File: config.mk
export PLATFORM = sky130hd
export DESIGN_NAME = tthbif_rx_lane
export DESIGN_NICKNAME = d
export VERILOG_FILES = /design/src/rtl/tthbif_pkg.sv /design/src/rtl/tthbif_rx_train_fsm.sv /design/src/rtl/tthbif_rx_lane.sv
export SDC_FILE = /design/constraint.sdc
export NUM_CORES = 1
export LEC_CHECK = 0
export CORE_UTILIZATION = 35
export CTS_CLUSTER_DIAMETER = 40
export DETAILED_ROUTE_END_ITERATION = 6
export MAX_ROUTING_LAYER = met4
export PLACE_DENSITY_LB_ADDON = 0.05
export REMOVE_ABC_BUFFERS = 1
export SYNTH_ARGS = -nofsm -noshare
export SYNTH_HDL_FRONTEND = slang
export SYNTH_SLANG_ARGS = --single-unit
export TNS_END_PERCENT = 5
File: constraint.sdc
create_clock -name clk_i -period 1.9 [get_ports clk_i]
set_input_delay 0.38 -clock clk_i [delete_from_list [all_inputs] [get_ports clk_i]]
set_output_delay 0.38 -clock clk_i [all_outputs]
set_load 0.01 [all_outputs]
File: src/rtl/tthbif_pkg.sv
// Shared HBIF lane definitions: rx training FSM states and the default
// training word used by both the TX pattern generator and the RX lane.
package tthbif_pkg;

    localparam int DEF_PATTERN_LEN = 8;
    localparam logic [DEF_PATTERN_LEN-1:0] DEF_TRAIN_PATTERN = 8'hA5;

    typedef enum logic [2:0] {
        RX_IDLE   = 3'd0,
        RX_SETTLE = 3'd1,
        RX_SEARCH = 3'd2,
        RX_LOCKED = 3'd3,
        RX_FAIL   = 3'd4
    } rx_state_t;

endpackage

File: src/rtl/tthbif_rx_train_fsm.sv
// Tap-sweep training FSM for the HBIF RX lane. Each tap gets one ignored
// check point (sample pipeline refilling after a tap change), then must
// match MATCH_COUNT consecutive check points to lock. Any mismatch moves to
// the next tap; a mismatch on the last tap ends in FAIL.
module tthbif_rx_train_fsm
    import tthbif_pkg::*;
#(
    parameter  int NUM_TAP     = 4,
    parameter  int MATCH_COUNT = 4,
    localparam int TAP_W       = $clog2(NUM_TAP),
    localparam int MCNT_W      = $clog2(MATCH_COUNT + 1)
) (
    input  logic             clk_i,
    input  logic             rst_ni,
    input  logic             check_i,
    input  logic             match_i,
    input  logic             start_i,
    input  logic             override_i,
    output logic [TAP_W-1:0] fsm_tap_o,
    output logic             busy_o,
    output logic             locked_o,
    output logic             fail_o,
    output rx_state_t        state_o
);

    rx_state_t         state;
    logic [TAP_W-1:0]  fsm_tap;
    logic [MCNT_W-1:0] mcnt;
    logic              settle_seen;
    logic              eval_check;

    // A check point is scored in SEARCH, or in SETTLE once the first one
    // after a tap change has been skipped.
    assign eval_check = check_i &&
                        ((state == RX_SEARCH) || ((state == RX_SETTLE) && settle_seen));

    // State, tap, match count and registered status flags.
    always_ff @(posedge clk_i or negedge rst_ni) begin
        if (!rst_ni) begin
            state       <= RX_IDLE;
            fsm_tap     <= '0;
            mcnt        <= '0;
            settle_seen <= 1'b0;
            busy_o      <= 1'b0;
            locked_o    <= 1'b0;
            fail_o      <= 1'b0;
        end else if (override_i) begin
            state       <= RX_IDLE;
            fsm_tap     <= '0;
            mcnt        <= '0;
            settle_seen <= 1'b0;
            busy_o      <= 1'b0;
            locked_o    <= 1'b0;
            fail_o      <= 1'b0;
        end else if (start_i) begin
            state       <= RX_SETTLE;
            fsm_tap     <= '0;
            mcnt        <= '0;
            settle_seen <= 1'b0;
            busy_o      <= 1'b1;
            locked_o    <= 1'b0;
            fail_o      <= 1'b0;
        end else if ((state == RX_SETTLE) && check_i && !settle_seen) begin
            settle_seen <= 1'b1;
        end else if (eval_check) begin
            settle_seen <= 1'b0;
            if (match_i) begin
                mcnt <= mcnt + MCNT_W'(1);
                if (mcnt == MCNT_W'(MATCH_COUNT - 1)) begin
                    state    <= RX_LOCKED;
                    busy_o   <= 1'b0;
                    locked_o <= 1'b1;
                end else begin
                    state <= RX_SEARCH;
                end
            end else if (fsm_tap != TAP_W'(NUM_TAP - 1)) begin
                fsm_tap <= fsm_tap + TAP_W'(1);
                mcnt    <= '0;
                state   <= RX_SETTLE;
            end else begin
                state  <= RX_FAIL;
                busy_o <= 1'b0;
                fail_o <= 1'b1;
            end
        end
    end

    assign fsm_tap_o = fsm_tap;
    assign state_o   = state;

endmodule

File: src/rtl/tthbif_rx_lane.sv
// HBIF RX lane: selectable flop delay line on the serial input, a frame
// shift register and free-running frame counter, and the training FSM that
// picks the tap putting the training word on the local frame boundary.
// state_o is a debug view of the training FSM.
module tthbif_rx_lane
    import tthbif_pkg::*;
#(
    parameter  int                     NUM_TAP       = 4,
    parameter  int                     PATTERN_LEN   = DEF_PATTERN_LEN,
    parameter  logic [PATTERN_LEN-1:0] TRAIN_PATTERN = DEF_TRAIN_PATTERN,
    parameter  int                     MATCH_COUNT   = 4,
    localparam int                     TAP_W         = $clog2(NUM_TAP),
    localparam int                     FCNT_W        = $clog2(PATTERN_LEN)
) (
    input  logic              clk_i,
    input  logic              rst_ni,
    input  logic              rx_i,
    input  logic              train_start_i,
    input  logic              tap_override_i,
    input  logic [TAP_W-1:0]  tap_sel_i,
    output logic              rx_o,
    output logic [TAP_W-1:0]  tap_sel_o,
    output logic [FCNT_W-1:0] frame_cnt_o,
    output logic              busy_o,
    output logic              locked_o,
    output logic              fail_o,
    output rx_state_t         state_o
);

    logic [NUM_TAP-1:0]     dly;
    logic [PATTERN_LEN-1:0] sr;
    logic [FCNT_W-1:0]      fcnt;
    logic [TAP_W-1:0]       fsm_tap;
    logic [TAP_W-1:0]       tap;
    logic                   check;
    logic                   match;

    // Manual tap wins over the trained tap; output is a plain flop mux, so
    // tap k gives k+1 cycles of latency.
    assign tap       = tap_override_i ? tap_sel_i : fsm_tap;
    assign tap_sel_o = tap;
    assign rx_o      = dly[tap];

    // Delay line: dly[0] samples the pad, each later flop adds one cycle.
    always_ff @(posedge clk_i or negedge rst_ni) begin
        if (!rst_ni) dly <= '0;
        else         dly <= {dly[NUM_TAP-2:0], rx_i};
    end

    // Frame shift register fed from the selected tap, newest bit in LSB.
    always_ff @(posedge clk_i or negedge rst_ni) begin
        if (!rst_ni) sr <= '0;
        else         sr <= {sr[PATTERN_LEN-2:0], rx_o};
    end

    // Free-running frame counter defining the local frame boundary.
    always_ff @(posedge clk_i or negedge rst_ni) begin
        if (!rst_ni)                                fcnt <= '0;
        else if (fcnt == FCNT_W'(PATTERN_LEN - 1))  fcnt <= '0;
        else                                        fcnt <= fcnt + FCNT_W'(1);
    end

    assign frame_cnt_o = fcnt;
    assign check       = (fcnt == FCNT_W'(PATTERN_LEN - 1));
    assign match       = (sr == TRAIN_PATTERN);

    tthbif_rx_train_fsm #(
        .NUM_TAP     (NUM_TAP),
        .MATCH_COUNT (MATCH_COUNT)
    ) u_fsm (
        .clk_i      (clk_i),
        .rst_ni     (rst_ni),
        .check_i    (check),
        .match_i    (match),
        .start_i    (train_start_i),
        .override_i (tap_override_i),
        .fsm_tap_o  (fsm_tap),
        .busy_o     (busy_o),
        .locked_o   (locked_o),
        .fail_o     (fail_o),
        .state_o    (state_o)
    );

endmodule

=== After elaboration in Yosys (flattened, before gate mapping) ===
Index checks and enable logic that the tools add are counted.

* Latch bits: 0
* Register bits after elaboration: 27
* Memories: 0
* Memory bits (writable): 0
* Bits in read-only memories: 0
* Bits of input ports: 7

* Reductions and logical operators: 18
* Shifts and indexed selects: 0
* Bitwise logic cells: 0
* Equal/unequal tests: 11
* Muxes and demuxes: 46
* Divide/modulo/power cells: 0
* $mul: 0
* Add/subtract/negate cells: 3
* Order comparisons: 1

{| class="wikitable"
|+ Operator list
! cell !! count
|-
| 3-bit two-way mux || 13
|-
| 1-bit two-way mux || 25
|-
| 4-bit AND reduction || 4
|-
| 2-bit two-way mux || 7
|-
| 3-bit nonzero test || 4
|-
| 3-bit != test, second input constant || 3
|-
| 8-bit == test, second input constant || 1
|-
| 4-bit nonzero test || 2
|-
| 3-bit by 1-bit adder with 3-bit output, second input constant || 2
|-
| 3-bit by 2-bit == test with 1-bit output, second input constant || 2
|-
| 1-bit logical AND || 4
|-
| 4-bit by 3-bit != test with 1-bit output, second input constant || 1
|-
| 4-bit != test, second input constant || 1
|-
| 3-bit by 1-bit == test with 1-bit output, second input constant || 1
|-
| 3-bit == test, second input constant || 1
|-
| 2-bit by 3-bit less-than comparator with 1-bit output, second input constant || 1
|-
| 3-bit AND reduction || 1
|-
| 2-bit by 1-bit adder with 2-bit output, second input constant || 1
|-
| 1-bit binary-select mux with 2-bit select || 1
|-
| 2-bit != test, second input constant || 1
|-
| 2-bit AND reduction || 1
|-
| 1-bit zero test || 1
|-
| 1-bit logical OR || 1
|}

=== Longest topological paths before layout ===
Gate-level depths: netlist (run 1).

* Depth in word-level cells: 8
* Mapped depth: 6

=== Cells and area by module ===
From an unflattened synthesis (run 1), not the netlist that was laid out.

* Cells, all modules: 94
* Area total of the unflattened synthesis: 1176.1 um2

{| class="wikitable"
|+ By module, submodules not included
! module !! cells an instance !! area each (um2) !! instances
|-
| tthbif_rx_train_fsm || 67 || 686.9 || 1
|-
| tthbif_rx_lane || 27 || 489.2 || 1
|}

=== Worst setup path before layout (run 1) ===
No wires, ideal clock.

* Kind: input-to-output
* Start: in tap_override_i
* End: out rx_o
* Arrival time: 1225 ps
* Stages on the path: 4
* Path slack: 295 ps
* Buffers on the path: 1
* Required time: 1520 ps
* Path through: buf_2 -> mux2i_1 -> mux2i_1 -> mux2i_1

* Longest elaborated chain between the ends: 3

{| class="wikitable"
|+ RTL lines
! element !! line !! text
|-
| from (decl) || tthbif_rx_lane.sv:19 || <nowiki>input logic tap_override_i,</nowiki>
|-
| 2-bit two-way mux || tthbif_rx_lane.sv:40 || <nowiki>assign tap = tap_override_i ? tap_sel_i : fsm_tap;</nowiki>
|-
| 1-bit binary-select mux with 2-bit select || tthbif_rx_lane.sv:42 || <nowiki>assign rx_o = dly[tap];</nowiki>
|-
| 1-bit two-way mux (not written as such) || tthbif_rx_lane.sv:42 ||
|-
| to (decl) || tthbif_rx_lane.sv:21 || <nowiki>output logic rx_o,</nowiki>
|}

No other way between the ends. The select of a mux whose other input is x is not followed.

=== Worst setup path after layout (run 1) ===
* Start: reg u_fsm.fsm_tap[1], in the netlist u_fsm.fsm_tap_o[1]
* End: out rx_o

* Longest elaborated chain between the ends: 3

{| class="wikitable"
|+ RTL lines
! element !! line !! text
|-
| from (decl) || tthbif_rx_train_fsm.sv:27 || <nowiki>logic [TAP_W-1:0] fsm_tap;</nowiki>
|-
| from (signal assigned) || tthbif_rx_train_fsm.sv:77 || <nowiki>fsm_tap <= fsm_tap + TAP_W'(1);</nowiki>
|-
| 2-bit two-way mux || tthbif_rx_lane.sv:40 ||
|-
| 1-bit binary-select mux with 2-bit select || tthbif_rx_lane.sv:42 ||
|-
| 1-bit two-way mux (not written as such) || tthbif_rx_lane.sv:42 ||
|}

No other way between the ends. The select of a mux whose other input is x is not followed.

==> flow_summary.json, run 1 <==
{
  "status": "completed",
  "relSlewSlack_pct": 76.7,
  "r2r_start": "frame_cnt_o[0]",
  "min_path_cells": 0,
  "place_area_mm2": 0.00140,
  "fmax_mhz": 548,
  "cp_slowest_cell": "dfrtp_1",
  "path_common_cell": "mux2i_1",
  "vias": 774,
  "fin_crit_sh_pct": 96.1,
  "gr-total-overflow": 0,
  "ys_ff_latch": 27,
  "power_leakage_nw": 0.670,
  "critPathLaunchType": "flip-flop",
  "final_nets": 128,
  "synth_area_leaders": "dfrtp_1, ha_1, nor4bb_4",
  "required_ns": 1.52,
  "fillCellCount": 298,
  "reg2regPathDepth": 6,
  "stdcell_count": 159,
  "avgSynthCellArea_um2": 12.8,
  "hold_ws_ns": 0.394,
  "cts_buffers": 3,
  "die_w_um": 59.0,
  "path_class": "flip-flop to output port",
  "fin_ws_ns": 0.0737,
  "place_ws_ns": -0.586,
  "tns_ns": 0,
  "maxCapViolCount": 0,
  "crit_buf_inv": 2,
  "multiInputGateArea_um2": 445,
  "endpoint_kind": "output port",
  "synthMostInstantiatedCell": "dfrtp_1",
  "synthTopCellsByCount": "dfrtp_1, a21oi_1, ha_1, nand2_1, nor2_1",
  "crit_fanout": 3,
  "drtPass1Iterations": 2,
  "synth_warnings": 0,
  "hp-class": "flip-flop to flip-flop",
  "clock_path_buffers": 2,
  "grt_pass1_vias": 765,
  "finalSetupViolations": 0,
  "placed_cells": 154,
  "synth-async-reset-ratio_pct": 100,
  "drv_slew": 0,
  "p_per_area_mw_per_mm2": 660,
  "cts_max_level": 1,
  "layout-drive-gt1-share_pct": 14.8,
  "groute.usage.overall_pct": 13.5,
  "drt-initial-drc-count": 23,
  "syn_area_mm2": 0.00114,
  "start_util_pct": 37.0,
  "period_needed_ns": 1.83,
  "drcViolationCount": 0,
  "cp.arrival_ns": 1.45,
  "crit_chain": "mux2i_1, buf_4, mux2i_1, mux2i_1, buf_2",
  "grt_max_degree": 28,
  "ys.flop_type": "dfrtp_1",
  "critPathMaxStageDelay_ns": 0.40,
  "worstHoldEndpoint": "dly[3]",
  "synth_enable_flop_cells": 0,
  "antenna_found_initial": 0,
  "vias_per_cell": 4.87,
  "num_rows": 20,
  "synth_top_area_share_pct": 59.4,
  "r2r_end": "u_fsm.mcnt[2]",
  "ys_seq_area_share_pct": 59.4,
  "hpwl_um": 1480,
  "diodes": 0,
  "vdd_ir_drop_max_v": 0.000385,
  "core_mm2": 0.00308,
  "cp-startpoint": "u_fsm.fsm_tap_o[1]",
  "cts.clk_slew.worst_paths_ns": 0.13,
  "synthCells": 89,
  "areaGrowthSynthToFinish_pct": 25.3,
  "hold_viol_final": 0,
  "cts-root-buf": "clkbuf_4",
  "die_area_mm2": 0.00348,
  "min_from": "dly[2]",
  "holdBufCountCts": 0,
  "drt-total-wl_um": 1980,
  "r2r_setup_slack_ns": 0.24,
  "synth_cell_type_count": 33,
  "clock_latency_ns": 0.31,
  "portBuffers": 18,
  "cts_tree": "built",
  "rsz0062_at_grt": "true",
  "grt_pass1_wl_um": 3350,
  "cts.sinks": 27,
  "seqCellArea_um2": 676,
  "routedWlPerCell_um": 12.4,
  "cp_top_family": "multiplexers",
  "pin_count": 19,
  "fin_skew_ns": 0.00363,
  "die_y_um": 59.0,
  "ant_nets": 0,
  "yosysTopAreaCell": "dfrtp_1",
  "worst_slew_pin_slew_ns": 0.348,
  "gp_congestion": 0.725,
  "fin_area_mm2": 0.00143
}
-- area by class of cell --
type                       count  area share [%]
sequential                    27            47.4
multi-input combinational     58            31.3
tap                           44            3.86
clock buffer                   4            1.84
inverter                       2           0.527
timing repair buffer          24            15.1
-- where the power goes --
part / switching, mW / internal, mW
logic: 0.0383 / 0.0498
clock network: 0.150 / 0.0821
registers: 0.0194 / 0.600
total: 0.208 / 0.732
-- metal layers --
layer / vias to the layer above / routed length, µm / GRT usage, % / part of all wire [%]
met4: 0 / 19 / 3.06 / 0.96
li1: 376 / - / - / -
met1: 384 / 903 / 17.2 / 46
met2: 12 / 978 / 20.8 / 49
met5: - / 0 / - / 0
met3: 2 / 77 / 4.59 / 3.9
-- worst max-delay path by stage --
stage | slack (ns) | to | depth (start not counted)
4_1_cts | 0.03 | rx_o | 5
5_1_grt | -0.04 | rx_o | 5
6_report | 0.07 | rx_o | 5
3_5_place_dp | -0.59 | rx_o | 6
3_3_place_gp | -0.51 | rx_o | 6
2_1_floorplan | 0.37 | u_fsm.state_o[2] | 6
-- worst reg2reg max path, cell delays in order, from the launching register on --
cell,delay (ns)
dfrtp_1,0.39
ha_1,0.16
ha_1,0.18
and2b_1,0.21
o21a_2,0.20
nand3_1,0.19
o32ai_2,0.25
-- timing repair --
item,in CTS,in global routing
setup endpoints to repair,3,1
setup buffers,0,1
resized for setup,8,0
hold endpoints to repair,0,0
-- through the flow --
step	power [mW]	utilization (%)
final	0.940	46.3
after global routing	0.992	46.3
after CTS	0.961	46.1
after detailed placement	0.723	45.5
after global placement	0.722	45.5
after floorplan	0.663	-
-- cell families (layout without fill, tap and decap cells) --
kind of cell	Yosys count	after routing	share of synthesized area [%]
flops	27	27	59.4
fa+ha+maj	5	5	5.50
compound gates	22	22	13.4
buf+inv	4	30	1.43
simple gates	26	26	15.7
mux	5	5	4.51
-- sequential cells by signal, indices dropped and copies added, names as in the netlist --
signal / count
u_fsm.locked_o: 1
u_fsm.mcnt: 3
dly: 4
u_fsm.settle_seen: 1
frame_cnt_o: 3
u_fsm.fsm_tap_o: 2
u_fsm.fail_o: 1
sr: 8
u_fsm.busy_o: 1
u_fsm.state_o: 3
-- cells in the final DEF, fill, tap and decap left out, types with 3 or more instances in the layout --
| master | Yosys | layout |
|---|---|---|
| nand2_1 | 5 | 5 |
| ha_1 | 5 | 5 |
| clkbuf_4 | 0 | 3 |
| o21ai_0 | 3 | 3 |
| dlygate4sd2_1 | 0 | 4 |
| dfrtp_1 | 27 | 27 |
| clkdlybuf4s50_1 | 0 | 13 |
| buf_4 | 0 | 6 |
| nor2_1 | 5 | 5 |
| a21oi_1 | 6 | 6 |
| mux2i_1 | 4 | 4 |
Note: power is estimated with default switching activity, not from simulation.
==> run 2: changes to the inputs <==
--- a/config.mk
+++ b/config.mk
@@ -9,7 +9,6 @@
 export CTS_CLUSTER_DIAMETER = 40
 export DETAILED_ROUTE_END_ITERATION = 6
 export MAX_ROUTING_LAYER = met4
-export PLACE_DENSITY_LB_ADDON = 0.05
 export REMOVE_ABC_BUFFERS = 1
 export SYNTH_ARGS = -nofsm -noshare
 export SYNTH_HDL_FRONTEND = slang
==> flow_summary.json, run 2 (synthesis results as in run 1) <==
{
  "status": "completed",
  "clock_path_buffers": 2,
  "vias_per_cell": 4.72,
  "ant_nets": 0,
  "hpwl_um": 1410,
  "grt_pass1_wl_um": 3260,
  "fin_ws_ns": 0.0848,
  "finalSetupViolations": 0,
  "fin_crit_sh_pct": 95.5,
  "die_w_um": 59.0,
  "die_y_um": 59.0,
  "placed_cells": 153,
  "drtPass1Iterations": 4,
  "crit_chain": "mux2i_1, buf_4, mux2i_1, mux2i_1, buf_2",
  "groute.usage.overall_pct": 13.0,
  "seqCellArea_um2": 676,
  "antenna_found_initial": 0,
  "r2r_setup_slack_ns": 0.30,
  "path_common_cell": "mux2i_1",
  "fmax_mhz": 551,
  "period_needed_ns": 1.82,
  "vdd_ir_drop_max_v": 0.000507,
  "hold_ws_ns": 0.398,
  "regMostFlops": "sr",
  "drt-initial-drc-count": 7,
  "worst_slew_pin_slew_ns": 0.344,
  "core_mm2": 0.00308,
  "crit_buf_inv": 2,
  "drt-total-wl_um": 1890,
  "portBuffers": 18,
  "cts.sinks": 27,
  "maxCapViolCount": 0,
  "routedWlPerCell_um": 11.9,
  "cp-startpoint": "u_fsm.fsm_tap_o[1]",
  "relSlewSlack_pct": 77.0,
  "pin_count": 19,
  "start_util_pct": 37.0,
  "mostFrequentLayoutCells": "dfrtp_1, clkdlybuf4s50_1, a21oi_1, buf_4",
  "cts_max_level": 1,
  "largest_register_ffs": 8,
  "cts_buffers": 3,
  "diodes": 0,
  "place_ws_ns": -0.569,
  "fin_skew_ns": 0.00926,
  "multiInputGateArea_um2": 445,
  "critPathMaxStageDelay_ns": 0.42,
  "reg2regPathDepth": 6,
  "final_nets": 128,
  "grt_pass1_vias": 770,
  "gp_congestion": 0.709,
  "rsz0062_at_grt": "true",
  "r2r_end": "u_fsm.mcnt[2]",
  "areaGrowthSynthToFinish_pct": 25.6,
  "p_per_area_mw_per_mm2": 662,
  "layout-drive-gt1-share_pct": 14.8,
  "cp_slowest_cell": "dfrtp_1",
  "fillCellCount": 278,
  "hold_viol_final": 0,
  "crit_fanout": 3,
  "endpoint_kind": "output port",
  "endpoint": "rx_o",
  "stdcell_count": 159,
  "r2r_start": "frame_cnt_o[0]",
  "drcViolationCount": 0,
  "cts_tree": "built",
  "power_leakage_nw": 0.677,
  "cts.clk_slew.worst_paths_ns": 0.14,
  "cp_top_family": "flip-flops",
  "required_ns": 1.52,
  "clock_latency_ns": 0.32,
  "grt_max_degree": 28,
  "die_area_mm2": 0.00348,
  "largestRegisters": "sr (8), dly (4)",
  "path_class": "flip-flop to output port",
  "hp-class": "input port to async pin",
  "cts-root-buf": "clkbuf_4",
  "vias": 750,
  "drv_slew": 0,
  "critPathLaunchType": "flip-flop",
  "cp.arrival_ns": 1.44,
  "mostFrequentLayoutCell": "dfrtp_1",
  "path_depth": 5,
  "num_rows": 20,
  "gr-total-overflow": 0
}
-- run 2: cell count changes in the layout (fill, tap and decap cells not counted), sizes merged --
| cell | previous run | this run |
|---|---|---|
| dlygate4sd2 | 4 | 3 |
| dlymetal6s2s | 0 | 1 |
-- run 2: worst min-delay path by stage --
stage | startpoint | endpoint | depth (start not counted)
after CTS | rst_ni | dly[2] | 2
after global placement | sr[0] | sr[1] | 0
after global routing | dly[2] | dly[3] | 0
after detailed placement | sr[0] | sr[1] | 0
after floorplan | rst_ni | dly[0] | 0
final | rst_ni | dly[2] | 2
-- run 2: repair_timing --
item	4_1_cts	5_1_grt
hold buffers	0	0
resized for setup	7	1
endpoints found under the setup margin	3	1
pin swaps	0	0
setup buffers	0	2
endpoints found under the hold margin	0	0
-- run 2: metrics by stage --
| step | util, % | power, mW | TNS (ns) | area, µm² |
|---|---|---|---|---|
| after floorplan | - | 0.663 | 0 | 1130 |
| after global placement | 45.3 | 0.721 | -1.00 | 1390 |
| after detailed placement | 45.3 | 0.722 | -1.05 | 1390 |
| after CTS | 45.9 | 0.963 | -0.00360 | 1410 |
| after global routing | 46.4 | 0.993 | -0.0132 | 1430 |
| final | 46.4 | 0.946 | 0 | 1430 |
-- run 2: area by class of cell --
type,instances,area share (%)
Clock buffer,4,1.84
Inverter,2,0.525
Multi-Input combinational cell,58,31.2
Sequential cell,27,47.3
Tap cell,44,3.85
Timing Repair Buffer,24,15.3
-- run 2: power breakdown --
part           switching, mW  total (mW)  leakage (nW)  internal (mW)
logic                 0.0371      0.0886         0.320         0.0514
clock network          0.156       0.238        0.0150         0.0821
registers             0.0192       0.619         0.341          0.600
total                  0.212       0.946         0.677          0.734
-- run 2: worst reg2reg max path: stages, from the launching register on --
cell     delay (ns)
dfrtp_1        0.39
ha_1           0.16
ha_1           0.18
and2b_1        0.20
o21a_2         0.20
nand3_1        0.17
o32ai_2        0.24
-- run 2: metal layers --
metal | vias to the layer above | share of wire [%] | global-route usage, %
met4 | 0 | 0.85 | 3.06
met5 | - | 0 | -
met1 | 367 | 48 | 16.1
met3 | 2 | 2.9 | 3.93
met2 | 11 | 48 | 20.8
li1 | 370 | - | -
